<file path="src/rtl/pcre_chain_engine.sv">
// pcre_chain_engine: one-hot NFA for a single PCRE content chain.
// Each state is gated by one decoded class line and fed by its predecessor,
// optionally by itself (self-loop) and by the state two back (optional-state
// bypass). Match ends are reported per byte and summarised per packet.
module pcre_chain_engine #(
    parameter int                                  N_STATES  = 30,
    parameter int                                  N_CLASS   = 32,
    parameter logic [N_STATES*$clog2(N_CLASS)-1:0] CLS_IDX   = '0,
    parameter logic [N_STATES-1:0]                 LOOP_MASK = '0,
    parameter logic [N_STATES-1:0]                 SKIP_MASK = '0,
    parameter bit                                  ANCHOR    = 1'b0,
    parameter int                                  OFF_W     = 16,
    parameter int                                  CNT_W     = 8
) (
    input  logic               clk,
    input  logic               rst_n,
    input  logic               sod,
    input  logic               eod,
    input  logic               en,
    input  logic [N_CLASS-1:0] cls_in,
    output logic               match_pulse,
    output logic               match,
    output logic [OFF_W-1:0]   match_off,
    output logic [CNT_W-1:0]   match_cnt,
    output logic               res_valid,
    output logic               res_match
);
    localparam int CIW = $clog2(N_CLASS);

    // st[i-1] holds state i of the chain
    logic [N_STATES-1:0] st;
    logic [N_STATES-1:0] st_next;
    // pv[k+1] is P[k] (start token at pv[1]); pv[0] is a constant-zero pad
    // so that the "two states back" tap of state 1 stays in range
    logic [N_STATES+1:0] pv;
    logic [CIW-1:0]      cidx;
    logic                skip_src;
    logic                hit;

    logic [OFF_W-1:0]    off;
    logic [OFF_W-1:0]    cur_off;

    logic                match_next;
    logic [OFF_W-1:0]    moff_next;
    logic [CNT_W-1:0]    cnt_next;

    function automatic logic [OFF_W-1:0] sat_inc_off(input logic [OFF_W-1:0] v);
        return (&v) ? v : v + {{(OFF_W-1){1'b0}}, 1'b1};
    endfunction

    function automatic logic [CNT_W-1:0] sat_inc_cnt(input logic [CNT_W-1:0] v);
        return (&v) ? v : v + {{(CNT_W-1){1'b0}}, 1'b1};
    endfunction

    // Next state of every chain position for the byte currently presented
    always_comb begin
        pv       = '0;
        cidx     = '0;
        skip_src = 1'b0;
        st_next  = '0;
        pv[1]    = ANCHOR ? sod : 1'b1;
        if (!sod) begin
            pv[N_STATES+1:2] = st;
        end
        for (int i = 1; i <= N_STATES; i++) begin
            cidx     = CLS_IDX[(i-1)*CIW +: CIW];
            skip_src = (i >= 2) ? (SKIP_MASK[i-1] & pv[i-1]) : 1'b0;
            st_next[i-1] = cls_in[cidx] &
                           (pv[i] | (LOOP_MASK[i-1] & pv[i+1]) | skip_src);
        end
    end

    assign hit     = st_next[N_STATES-1];
    assign cur_off = sod ? '0 : off;

    // Packet-scoped match summary as it stands after the current byte
    always_comb begin
        match_next = sod ? 1'b0 : match;
        moff_next  = sod ? '0 : match_off;
        cnt_next   = sod ? '0 : match_cnt;
        if (hit) begin
            cnt_next = sat_inc_cnt(cnt_next);
            if (!match_next) begin
                moff_next = cur_off;
            end
            match_next = 1'b1;
        end
    end

    // Chain state and byte offset: advance per accepted byte, clear at packet end
    always_ff @(posedge clk or negedge rst_n) begin
        if (!rst_n) begin
            st  <= '0;
            off <= '0;
        end else if (en) begin
            if (eod) begin
                st  <= '0;
                off <= '0;
            end else begin
                st  <= st_next;
                off <= sat_inc_off(cur_off);
            end
        end
    end

    // Match reporting: pulse per match end, sticky flag, first offset, count
    always_ff @(posedge clk or negedge rst_n) begin
        if (!rst_n) begin
            match_pulse <= 1'b0;
            match       <= 1'b0;
            match_off   <= '0;
            match_cnt   <= '0;
        end else if (en) begin
            match_pulse <= hit;
            match       <= match_next;
            match_off   <= moff_next;
            match_cnt   <= cnt_next;
        end else begin
            match_pulse <= 1'b0;
        end
    end

    // Per-packet result strobe, one cycle after the last byte
    always_ff @(posedge clk or negedge rst_n) begin
        if (!rst_n) begin
            res_valid <= 1'b0;
            res_match <= 1'b0;
        end else begin
            res_valid <= en & eod;
            if (en & eod) begin
                res_match <= match_next;
            end
        end
    end

endmodule
</file>
<file path="config.mk">
export PLATFORM = sky130hd
export DESIGN_NAME = pcre_chain_engine
export DESIGN_NICKNAME = d
export VERILOG_FILES = /design/src/rtl/pcre_chain_engine.sv
export SDC_FILE = /design/constraint.sdc
export NUM_CORES = 1
export LEC_CHECK = 0
export ABC_CLOCK_PERIOD_IN_PS = 3100
export BUFFER_PORTS_ARGS = -buffer_cell sky130_fd_sc_hd__buf_4
export CAP_MARGIN = 40
export CORE_UTILIZATION = 55
export CTS_BUF_LIST = sky130_fd_sc_hd__clkbuf_8
export DETAILED_ROUTE_END_ITERATION = 6
export PLACE_DENSITY = 0.89
export SYNTH_ARGS = -nofsm -noshare
export SYNTH_HDL_FRONTEND = slang
export SYNTH_SLANG_ARGS = --single-unit
</file>
<file path="constraint.sdc">
create_clock -name clk -period 3.1 [get_ports clk]
set_input_delay 0.775 -clock clk [delete_from_list [all_inputs] [get_ports clk]]
set_output_delay 0.775 -clock clk [all_outputs]
set_load 0.005 [all_outputs]
</file>
==> out/metrics.yaml <==
avgSynthCellArea_sq_um: 10.4
grt_usage_pct: 23.8
critPathTopFamily: "simple AND/OR/NAND/NOR gates"
reg2reg_slack_ns: 0.78
critPathSlowestCell: "or4_4"
yosys_warnings: 0
grt_pass1_vias: 2512
async_flop_share_pct: 100
finalSetupTns_ns: 0
ctsHoldBuffers: 0
drtIter0Drc: 274
rows: 28
ys_top_cells_by_count: "dfrtp_1, nand2_1, a22o_1"
antenna_found_initial: 0
critPathBufInv: 1
synth-edff-count: 0
clkTransAtPathRegs_ns: 0.07
p_seq_share_pct: 54.6
cts_root_buf: "clkbuf_8"
h-tree-depth: 3
tightestPinTransition_ns: 0.548
drc: 0
slew_viol_final: 0
synth-seq-cells: 73
min_period_ns: 2.48
hold_violations: 0
power_leakage_uw: 0.00186
grt_pass1_wl_mm: 11.9
vias: 2733
cp_max_fo: 5
path_cells: "buf_4 -> nor2b_1 -> ha_1 -> nand3_4 -> or4_4 -> nor3_4 -> nor2_1 -> a22o_1"
post_cts_buffers: 0
coreArea_sq_mm: 0.00603
fin_worst_skew_ns: 0.00825
die_y_microns: 81.8
drive_above_1_share_pct: 19.1
syn2layout_area_growth_pct: 13.3
ys_seq_area_share_pct: 52.2
grt_max_degree: 47
startpoint_type: "primary input"
yosys.area.top_type: "dfrtp_1"
ys_top_cells_by_area: "dfrtp_1, a22o_1, nand2_1"
p_total_uw: 1780
totalWireLength_mm: 7.07
fin_crit_sh_pct: 80.1
cts_buffers: 9
wl_per_cell_microns: 15.8
cp.arrival_ns: 2.71
p_sw_share_pct: 22.8
netlist_instances: 337
synthFlopType: "dfrtp_1"
port_buffers: 33
die_x_microns: 81.8
place_congestion: 0.881
synth_area_sq_mm: 0.00350
synth_most_common_cell: "dfrtp_1"
cap_violations: 0
start_util_pct: 58.1
yosysTopAreaCellShare_pct: 52.2
p_comb_share_pct: 5.6
criticalPathCategory: "primary input to register"
clock_latency_ns: 0.34
slowest_delay_ns: 0.56
switching_power_uw: 405
powerDensity_mw_per_mm2: 449
ant_nets: 0
nets: 405
viasPerCell: 6.13
clk_path_buf_depth: 2
finalSetupViolCount: 0
worst_ir_drop_vdd_mv: 0.298
hpwl_mm: 4.76
cts_tree: "done"
insertedDiodeCount: 0
drtPass1Iterations: 4
dieArea_sq_mm: 0.00669
p_clk_share_pct: 39.8
rsz0062_at_grt: "no"
cts_sinks: 73
p_int_uw: 1370
syn-num-nets: 376
hold_class: "primary input to asynchronous set/reset pin"
status: "finished clean"
fmax_mhz: 403
synth.distinct_cells: 56
slew_headroom_pct: 63.3
ios: 65
cp-end-kind: "register"
cp.required_ns: 3.33
postCtsResizedCells: 0
grt-ovfl-total: 0
[layout by cell type (no fill, tap or decap), types with 3 or more instances in the layout]
cell	n
o211ai_1	6
nor2b_1	7
nand4_1	5
dfrtp_1	73
nor3_1	7
nand2_1	54
o31ai_1	3
a21oi_1	19
o22a_1	3
clkbuf_8	10
mux2i_1	3
or3_1	4
o2bb2ai_1	4
a31oi_1	7
nand3_1	16
nor4_1	3
a22o_1	30
buf_4	38
nand2b_1	4
o21ai_0	8
and4_1	3
and3_1	4
nor2_1	10
inv_1	8
[cell families after synthesis]
| family | Yosys count | synth area share [%] |
|---|---|---|
| and+or+nand+nor | 142 | 23.4 |
| AOI/OAI and AO/OA | 89 | 18.6 |
| DFF | 73 | 52.2 |
| buffers and inverters | 28 | 4.22 |
| muxes | 3 | 0.858 |
| adders and majority gates | 2 | 0.715 |
[through the flow]
stage | utilization [%] | cell area (sq um) | cells | worst slack [ns] | hold WS [ns]
floorplan | - | 3500 | 337 | 0.363 | 0.464
global placement | 62.4 | 3760 | 429 | 0.336 | 0.476
detailed placement | 62.7 | 3780 | 430 | 0.294 | 0.480
CTS | 65.8 | 3970 | 446 | 0.661 | 0.357
global route | 65.8 | 3970 | 446 | 0.485 | 0.381
finish | 65.8 | 3970 | 446 | 0.618 | 0.349
[power by group through the flow]
stage          combinational (uW)  sequential [uW]  clock, uW
4_1_cts                       101              971        721
3_5_place_dp                  101              989          0
3_3_place_gp                 94.8              989          0
2_1_floorplan                54.5              988          0
5_1_grt                       111              972        765
6_report                     99.9              971        708
[sequential cells by signal (all words and copies together) (netlist names)]
signal / cells
match_cnt: 8
match_pulse: 1
match: 1
st: 29
res_match: 1
res_valid: 1
match_off: 16
off: 16
[layer usage]
layer	vias to the layer above	wire, microns	GRT usage [%]
met2	70	3270	37.3
met5	-	0	0
met3	10	343	4.11
met4	0	119	11.2
met1	1355	3330	32.2
li1	1298	-	-
[path summary, 6_finish.rpt]
kind	from	endpoint	depth (start not counted)
max	sod	off[1]$_DFFE_PN0P_	8
max in group asynchronous	rst_n	st[17]$_DFFE_PN0P_	2
min reg2reg	st[14]$_DFFE_PN0P_	st[15]$_DFFE_PN0P_	1
max reg2reg	off[1]$_DFFE_PN0P_	off[1]$_DFFE_PN0P_	7
min in group clk	st[14]$_DFFE_PN0P_	st[15]$_DFFE_PN0P_	1
min	rst_n	match_cnt[7]$_DFFE_PN0P_	1
[final cells by class]
class,count,area [sq um]
sequential,73,1830
timing repair buffer,39,305
multi-input combinational,236,1530
clock buffer,10,138
tap,75,93.8
fill,483,2060
clock inverter,6,51.3
inverter,7,26.3
(Power assumes the default switching activity.)
